===== config.mk =====
export PLATFORM = sky130hd
export DESIGN_NAME = dcache_req_responder
export DESIGN_NICKNAME = d
export VERILOG_FILES = /design/src/rtl/drac_pkg.sv /design/src/rtl/dcache_req_responder_amo_alu.sv /design/src/rtl/dcache_req_responder.sv
export SDC_FILE = /design/constraint.sdc
export NUM_CORES = 1
export LEC_CHECK = 0
export ABC_AREA = 1
export CORE_ASPECT_RATIO = 2
export CORE_MARGIN = 2
export CORE_UTILIZATION = 59
export DETAILED_ROUTE_END_ITERATION = 10
export GPL_TIMING_DRIVEN = 0
export MAX_ROUTING_LAYER = met4
export PLACE_DENSITY = 0.86
export RECOVER_POWER = 50
export SLEW_MARGIN = 20
export SYNTH_ARGS = -nofsm -noshare
export SYNTH_HDL_FRONTEND = slang
export SYNTH_SLANG_ARGS = --single-unit

===== constraint.sdc =====
create_clock -name clk_i -period 10.28 [get_ports clk_i]
set_input_delay 1.542 -clock clk_i [delete_from_list [all_inputs] [get_ports clk_i]]
set_output_delay 1.542 -clock clk_i [all_outputs]
set_load 0.01 [all_outputs]

===== src/rtl/drac_pkg.sv =====
// Shared types and helpers for the memory-unit to dcache request path.
package drac_pkg;

  typedef logic [4:0] reg_t;

  typedef enum logic [1:0] {
    MEM_NOP,
    MEM_LOAD,
    MEM_STORE,
    MEM_AMO
  } mem_op_t;

  typedef enum logic [3:0] {
    INSTR_OTHER,
    AMOSWAP,
    AMOADD,
    AMOAND,
    AMOOR,
    AMOXOR,
    AMOMIN,
    AMOMAX,
    AMOMINU,
    AMOMAXU
  } instr_type_t;

  typedef enum logic [3:0] {
    AMO_SWAP,
    AMO_ADD,
    AMO_AND,
    AMO_OR,
    AMO_XOR,
    AMO_MIN,
    AMO_MAX,
    AMO_MINU,
    AMO_MAXU
  } amo_op_t;

  typedef enum logic [2:0] {
    IDLE,
    RD_REQ,
    RD_WAIT,
    WR_REQ,
    DRAIN
  } dcache_resp_state_t;

  localparam logic [1:0] SIZE_B = 2'd0;
  localparam logic [1:0] SIZE_H = 2'd1;
  localparam logic [1:0] SIZE_W = 2'd2;
  localparam logic [1:0] SIZE_D = 2'd3;

  function automatic amo_op_t amo_decode(input instr_type_t t);
    case (t)
      AMOADD:  return AMO_ADD;
      AMOAND:  return AMO_AND;
      AMOOR:   return AMO_OR;
      AMOXOR:  return AMO_XOR;
      AMOMIN:  return AMO_MIN;
      AMOMAX:  return AMO_MAX;
      AMOMINU: return AMO_MINU;
      AMOMAXU: return AMO_MAXU;
      default: return AMO_SWAP;
    endcase
  endfunction

  // Misaligned offsets are forced down to the natural boundary of the access.
  function automatic logic [2:0] align_offset(input logic [2:0] off, input logic [1:0] size);
    case (size)
      SIZE_B:  return off;
      SIZE_H:  return {off[2:1], 1'b0};
      SIZE_W:  return {off[2], 2'b00};
      default: return 3'b000;
    endcase
  endfunction

  function automatic logic [7:0] byte_mask(input logic [1:0] size);
    case (size)
      SIZE_B:  return 8'h01;
      SIZE_H:  return 8'h03;
      SIZE_W:  return 8'h0F;
      default: return 8'hFF;
    endcase
  endfunction

  // funct3[2] selects zero extension; shared with the LSQ forwarding path.
  function automatic logic [63:0] load_extend(input logic [63:0] word, input logic [2:0] off,
                                              input logic [2:0] funct3);
    logic [63:0] sh;
    sh = word >> {off, 3'b000};
    case (funct3[1:0])
      SIZE_B:  return {{56{sh[7] & ~funct3[2]}}, sh[7:0]};
      SIZE_H:  return {{48{sh[15] & ~funct3[2]}}, sh[15:0]};
      SIZE_W:  return {{32{sh[31] & ~funct3[2]}}, sh[31:0]};
      default: return sh;
    endcase
  endfunction

endpackage


===== src/rtl/dcache_req_responder_amo_alu.sv =====
// Combinational AMO datapath: new memory value from the old value and the operand.
module amo_alu
  import drac_pkg::*;
#(
  parameter int DATA_W = 64
) (
  input  logic [DATA_W-1:0] old_val,
  input  logic [DATA_W-1:0] operand,
  input  amo_op_t           op,
  input  logic              is_word,
  output logic [DATA_W-1:0] new_val
);

  logic signed [DATA_W-1:0] a_s;
  logic signed [DATA_W-1:0] b_s;
  logic        [DATA_W-1:0] a_u;
  logic        [DATA_W-1:0] b_u;
  logic        [DATA_W-1:0] res;

  always_comb begin
    // Word ops compare on the low half, extended the way each comparison needs.
    a_u = is_word ? {{(DATA_W-32){1'b0}}, old_val[31:0]} : old_val;
    b_u = is_word ? {{(DATA_W-32){1'b0}}, operand[31:0]} : operand;
    a_s = is_word ? {{(DATA_W-32){old_val[31]}}, old_val[31:0]} : old_val;
    b_s = is_word ? {{(DATA_W-32){operand[31]}}, operand[31:0]} : operand;
    case (op)
      AMO_SWAP: res = b_u;
      AMO_ADD:  res = a_u + b_u;
      AMO_AND:  res = a_u & b_u;
      AMO_OR:   res = a_u | b_u;
      AMO_XOR:  res = a_u ^ b_u;
      AMO_MIN:  res = (a_s < b_s) ? a_u : b_u;
      AMO_MAX:  res = (a_s > b_s) ? a_u : b_u;
      AMO_MINU: res = (a_u < b_u) ? a_u : b_u;
      AMO_MAXU: res = (a_u > b_u) ? a_u : b_u;
      default:  res = b_u;
    endcase
    new_val = is_word ? {{(DATA_W-32){1'b0}}, res[31:0]} : res;
  end

endmodule


===== src/rtl/dcache_req_responder.sv =====
// Dcache-side endpoint: runs one load/store/AMO at a time onto a valid/ready memory port.
module dcache_req_responder
  import drac_pkg::*;
#(
  parameter int ADDR_W = 40,
  parameter int DATA_W = 64
) (
  input  logic              clk_i,
  input  logic              rst_i,
  input  logic              valid_i,
  input  logic [DATA_W-1:0] data_rs1_i,
  input  logic [DATA_W-1:0] data_rs2_i,
  input  instr_type_t       instr_type_i,
  input  mem_op_t           mem_op_i,
  input  logic [2:0]        funct3_i,
  input  reg_t              rd_i,
  input  logic [DATA_W-1:0] imm_i,
  input  logic              kill_i,
  output logic              ready_o,
  output logic [DATA_W-1:0] data_o,
  output reg_t              rd_o,
  output logic              lock_o,
  output logic              mem_req_valid_o,
  input  logic              mem_req_ready_i,
  output logic              mem_req_we_o,
  output logic [ADDR_W-1:0] mem_req_addr_o,
  output logic [7:0]        mem_req_be_o,
  output logic [DATA_W-1:0] mem_req_wdata_o,
  input  logic              mem_resp_valid_i,
  input  logic [DATA_W-1:0] mem_resp_data_i
);

  dcache_resp_state_t state, state_next;

  mem_op_t           op_q;
  amo_op_t           amo_q;
  logic [2:0]        funct3_q;
  logic [ADDR_W-1:0] addr_q;
  logic [DATA_W-1:0] wdata_q;
  logic [DATA_W-1:0] old_q;
  logic [DATA_W-1:0] data_q;
  reg_t              rd_q;
  reg_t              rd_out_q;
  logic              ready_q;

  logic              accept;
  logic              rd_resp;
  logic              wr_hs;
  logic [2:0]        off;
  logic [2:0]        req_off;
  logic [DATA_W-1:0] ext_val;
  logic [DATA_W-1:0] amo_new;
  logic              unused_ok;

  assign unused_ok = ^{imm_i, data_rs1_i[DATA_W-1:ADDR_W]};

  assign req_off = align_offset(data_rs1_i[2:0], funct3_i[1:0]);
  assign off     = addr_q[2:0];
  assign ext_val = load_extend(mem_resp_data_i, off, funct3_q);

  amo_alu #(.DATA_W(DATA_W)) u_amo_alu (
    .old_val (ext_val),
    .operand (wdata_q),
    .op      (amo_q),
    .is_word (funct3_q[1:0] == SIZE_W),
    .new_val (amo_new)
  );

  always_ff @(posedge clk_i) begin
    if (rst_i) state <= IDLE;
    else       state <= state_next;
  end

  always_comb begin
    state_next      = state;
    accept          = 1'b0;
    rd_resp         = 1'b0;
    wr_hs           = 1'b0;
    lock_o          = (state != IDLE);
    mem_req_valid_o = (state == RD_REQ) || (state == WR_REQ);
    mem_req_we_o    = (state == WR_REQ);
    case (state)
      IDLE: begin
        if (valid_i && !kill_i) begin
          accept     = 1'b1;
          state_next = (mem_op_i == MEM_STORE) ? WR_REQ : RD_REQ;
        end
      end
      RD_REQ: begin
        // A handshake in the kill cycle wins; the read is then drained normally.
        if (mem_req_ready_i) state_next = RD_WAIT;
        else if (kill_i)     state_next = IDLE;
      end
      RD_WAIT: begin
        if (mem_resp_valid_i) begin
          rd_resp    = 1'b1;
          state_next = (op_q == MEM_AMO) ? WR_REQ : IDLE;
        end else if (kill_i) begin
          state_next = DRAIN;
        end
      end
      WR_REQ: begin
        if (mem_req_ready_i) begin
          wr_hs      = 1'b1;
          state_next = IDLE;
        end
      end
      DRAIN: begin
        if (mem_resp_valid_i) state_next = IDLE;
      end
      default: state_next = IDLE;
    endcase
  end

  always_comb begin
    mem_req_addr_o  = '0;
    mem_req_be_o    = '0;
    mem_req_wdata_o = '0;
    if (mem_req_valid_o) begin
      mem_req_addr_o = {addr_q[ADDR_W-1:3], 3'b000};
      mem_req_be_o   = byte_mask(funct3_q[1:0]) << off;
    end
    if (mem_req_we_o) mem_req_wdata_o = wdata_q << {off, 3'b000};
  end

  always_ff @(posedge clk_i) begin
    if (rst_i) begin
      op_q     <= MEM_NOP;
      amo_q    <= AMO_SWAP;
      funct3_q <= '0;
      addr_q   <= '0;
      wdata_q  <= '0;
      old_q    <= '0;
      data_q   <= '0;
      rd_q     <= '0;
      rd_out_q <= '0;
      ready_q  <= 1'b0;
    end else begin
      ready_q <= 1'b0;
      if (accept) begin
        op_q     <= mem_op_i;
        amo_q    <= amo_decode(instr_type_i);
        funct3_q <= funct3_i;
        addr_q   <= {data_rs1_i[ADDR_W-1:3], req_off};
        wdata_q  <= data_rs2_i;
        rd_q     <= rd_i;
      end
      if (rd_resp) begin
        // An AMO keeps the old value for its result and reuses wdata_q for the write-back.
        if (op_q == MEM_AMO) begin
          old_q   <= ext_val;
          wdata_q <= amo_new;
        end else begin
          ready_q  <= 1'b1;
          data_q   <= ext_val;
          rd_out_q <= rd_q;
        end
      end
      if (wr_hs && (op_q == MEM_AMO)) begin
        ready_q  <= 1'b1;
        data_q   <= old_q;
        rd_out_q <= rd_q;
      end
    end
  end

  assign ready_o = ready_q;
  assign data_o  = data_q;
  assign rd_o    = rd_out_q;

`ifdef ASSERTIONS
  always_ff @(posedge clk_i) begin
    if (!rst_i && accept)
      assert (req_off == data_rs1_i[2:0])
        else $error("misaligned dcache access at %h", data_rs1_i[ADDR_W-1:0]);
  end
`endif

endmodule


==> flow_summary.ini, run 1 <==
[clock_tree]
htree_levels = 1
cts_resized = 0
cts.path.max_buffers = 3
cts.hold.buffers_added = 0
post_cts.repair.setup_buffers = 0
cts-root-buf = clkbuf_16
cts_num_sinks = 255
cts_inserted_buffers = 26

[synth]
synth_seq_cells = 255
yosysUniqueCellTypes = 54
synth_flop_cell = dfxtp_1
synth_top_area_share_pct = 19.73
yosys_warnings = 0
syn-mean-instance-area_um2 = 5.878
synth_top_area_cell = dfxtp_1
ys_seq_area_share_pct = 19.73
synth_enable_flop_cells = 0
netlist_area_um2 = 25870
synth_area_leaders = dfxtp_1 20%, nand2_1 16%, ha_1 11%
synth-async-reset-ratio_pct = 0
syn-instance-count = 4401

[grt]
grt-ovfl-total = 1663
grt_pass1_wl_mm = 278.4
grt_pass1_vias = 39020
grt_max_degree = 15
grt_use_total_pct = 80.48

[run_status]
first-error = [ERROR GRT-0116] Global routing finished with congestion. Check the congestion regions in the DRC Viewer.
outcome = stopped before the end
failing_step = global routing

[floorplan]
die_x_um = 152.1
fp.dieH_um = 300.1
fp-row-count = 108
initial_core_util_pct = 59.64
pin_count = 461

[place]
routabilityCongestion = 1.476
hpwl_mm = 123.4
port_buffers = 369
metal layers:
layer / GRT overflow / track usage, %
met1: 41 / 72.92
met2: 1167 / 102.9
met3: 33 / 59.01
met4: 422 / 85.96
met5: - / -
cells in the mapped netlist (38+ instances only):
| cell | count |
|---|---|
| nor3_1 | 38 |
| o22ai_1 | 65 |
| a211oi_1 | 43 |
| buf_2 | 43 |
| nand2_1 | 1133 |
| o211ai_1 | 85 |
| dfxtp_1 | 255 |
| clkbuf_1 | 171 |
| inv_1 | 495 |
| a21oi_1 | 396 |
| ha_1 | 229 |
| o21ai_0 | 404 |
| nor2_1 | 460 |
| nand3_1 | 218 |
| a31oi_1 | 71 |
logic make-up after synthesis:
group / after synthesis / share of synthesized area (%)
and+or+nand+nor: 1949 / 30.85
AOI/OAI and AO/OA: 1184 / 26.06
buffers and inverters: 771 / 11.77
DFF: 255 / 19.73
adders and majority gates: 230 / 11.15
muxes: 11 / 0.4256
other: 1 / 0.01449
through the flow:
step	std cells	area [um2]	setup WS (ps)	util, %
4_1_cts	5370	31130	3639	71.77
2_1_floorplan	4403	25880	5402	-
3_5_place_dp	5323	30280	3067	69.80
3_3_place_gp	5322	30260	3144	69.76
==> inputs of run 2 (changes only) <==
CORE_ASPECT_RATIO = default   (was 2)
CORE_UTILIZATION = 40   (was 59)
MAX_ROUTING_LAYER = default   (was met4)
PLACE_DENSITY = default   (was 0.86)
PLACE_DENSITY_LB_ADDON = 0.15   (was default)
==> run 2 against run 1 <==
The flow now finishes, with violations (capacitance limit, slew limit). Area after synthesis unchanged. Synthesized cell count unchanged.
==> flow_summary.ini, run 2 <==
[floorplan]
pin_count = 461
initial_core_util_pct = 40.28
core-area_um2 = 64230
die_x_um = 258.3
fp.dieH_um = 258.3
die_area_um2 = 66730
fp-row-count = 93

[place]
routabilityCongestion = 1.131
port_buffers = 369
hpwl_mm = 129.3
post_dp_cell_area_um2 = 30670

[timing]
slew_violations = 11
min_period_over_period_pct = 73.87
skew_ps = 40.83
slew_headroom_pct = -1.704
fmax_mhz = 131.7
worstMarginPinSlew_ps = 1520
hold_viol_final = 0
rsz0062_at_grt = false
finalSetupViolations = 0
fin_crit_ps = 7594
setup_tns_ps = 0
hold_ws_ps = 450.3

[synth]
syn-mean-instance-area_um2 = 5.878
syn-instance-count = 4401
synth_area_leaders = dfxtp_1 20%, nand2_1 16%, ha_1 11%
synth.most_common_cell = nand2_1
synth_top_area_share_pct = 19.73
ys_seq_area_share_pct = 19.73
synth_enable_flop_cells = 0
yosysUniqueCellTypes = 54
synth-async-reset-ratio_pct = 0
synth_top_area_cell = dfxtp_1
synth_seq_cells = 255
yosys_warnings = 0
synth_common_cells = 1,133 x nand2_1, 495 x inv_1, 460 x nor2_1
synth_flop_cell = dfxtp_1
netlist_area_um2 = 25870

[critical_path]
r2r_cells = 23
cp.required_ps = 10800
cp-start-kind = primary input
critPathCaptureType = flip-flop
cp.arrival_ps = 8110
reg2reg_to = wdata_q[46]
worst-r2r-setup-slack_ps = 3490
critical_path_class = in2reg
crit_fanout = 10
r2r-start = addr_q[0]

[run_status]
violations = capacitance limit, slew limit
outcome = finished, violations left

[layout]
area_delta_synth_final_pct = 22.31
postLayoutCellArea_um2 = 31640
drive_gt1_share_pct = 3.727
utilization_pct = 49.26
finalNetCount = 5313
final_common_cell = nand2_1
layout_common_cells = 1,133 x nand2_1, 496 x inv_1, 460 x nor2_1

[power]
p_per_area_nw_per_um2 = 226.2
vdd_drop_max_mv = 0.1900
leakage_nw = 13.44

[routing]
drt_iter0_markers = 4792
drc = 0
vias = 33920
viasPerCell = 5.966
wl_per_cell_um = 27.34
drt-total-wl_mm = 155.4
ant_nets = 0
drt_pre_antenna_iters = 6

[clock_tree]
htree_levels = 1
cts_tree = yes
cts.path.max_buffers = 3
cts.hold.buffers_added = 0
cts-root-buf = clkbuf_16
clkLatencyLatePin_ps = 630
cts_inserted_buffers = 31
cts_resized = 0
post_cts.repair.setup_buffers = 0
cts_num_sinks = 255
path_clk_slew_ps = 60

[job]
maxCapViolCount = 1

[hold_path]
worstHoldPathType = reg2reg
holdPathEnd = addr_q[18]
hp-start = addr_q[18]
hold_depth = 2

[grt]
grt_pass1_vias = 30490
grt_max_degree = 17
grt_pass1_wl_mm = 215.2
antenna_found_initial = 6
grt-ovfl-total = 0
grt_use_total_pct = 44.27
==> run 2: cell counts after synthesis <==
Identical to the previous run, type by type.
==> run 2: cell families after synthesis <==
logic type	share of synthesized area (%)
simple gates	30.85
fa+ha+maj	11.15
compound gates	26.06
buf+inv	11.77
flops	19.73
other cells	0.01449
mux	0.4256
==> run 2: report_power, final <==
group	switching, mW	internal (mW)	total, mW
logic	3.53	1.31	4.83
clock network	0.509	0.612	1.12
registers	0.0978	1.10	1.20
==> run 2: layout make-up <==
type                       instances  area, um2
inverter                         514       1929
multi-input combinational       3377      17730
fill                            6992      32590
antenna                            1      2.502
buffer                           257       1106
tap                              855       1070
clock buffer                      40      849.6
sequential                       255       5105
timing repair buffer             371       3709
clock inverter                    16      143.9
==> run 2: per-layer routing <==
metal | wire length, um | track usage (%)
met1 | 61130 | 58.00
met4 | 11580 | 27.44
met3 | 18510 | 10.09
met5 | 24 | 0
met2 | 64200 | 65.76
==> run 2: worst max path at each step <==
stage / start / to / slack (ps) / cells after the start
2_1_floorplan: mem_resp_data_i[47] / wdata_q[15] / 5400 / 28
3_3_place_gp: mem_resp_data_i[63] / wdata_q[46] / 2510 / 25
3_5_place_dp: mem_resp_data_i[63] / wdata_q[47] / 2540 / 28
4_1_cts: mem_resp_data_i[63] / wdata_q[47] / 3170 / 28
5_1_grt: mem_resp_data_i[47] / wdata_q[47] / 2780 / 29
6_report: mem_resp_data_i[63] / wdata_q[47] / 2690 / 28
==> run 2: worst max-delay path: stages <==
cell and delay (ps):
clkdlybuf4s50_1 490, nand2_1 130, nand3_1 100, nand3_1 110, nand2_2 220, nand3_1 210
nand2_1 80, buf_2 200, a21oi_1 850, inv_1 430, ha_1 540, nand2_1 100
nor3_1 190, and2_1 230, nand2_1 120, clkinv_1 60, nand2_1 40, nand2_1 210
nand2_2 180, nand3_2 120, nand2_4 150, nor2_1 930, nand2_1 110, o21ai_1 120
nor2_1 60, nand2_1 60, nand2_1 190, a21oi_1 320
==> run 2: stage by stage <==
step	worst slack (ps)	std cells	power (mW)
finish	2686	5686	7.156
detailed placement	2537	5629	5.832
global placement	2511	5627	5.840
global route	2780	5685	7.454
floorplan	5402	4403	3.922
CTS	3171	5685	6.954
Note: power is estimated with default switching activity, not from simulation.
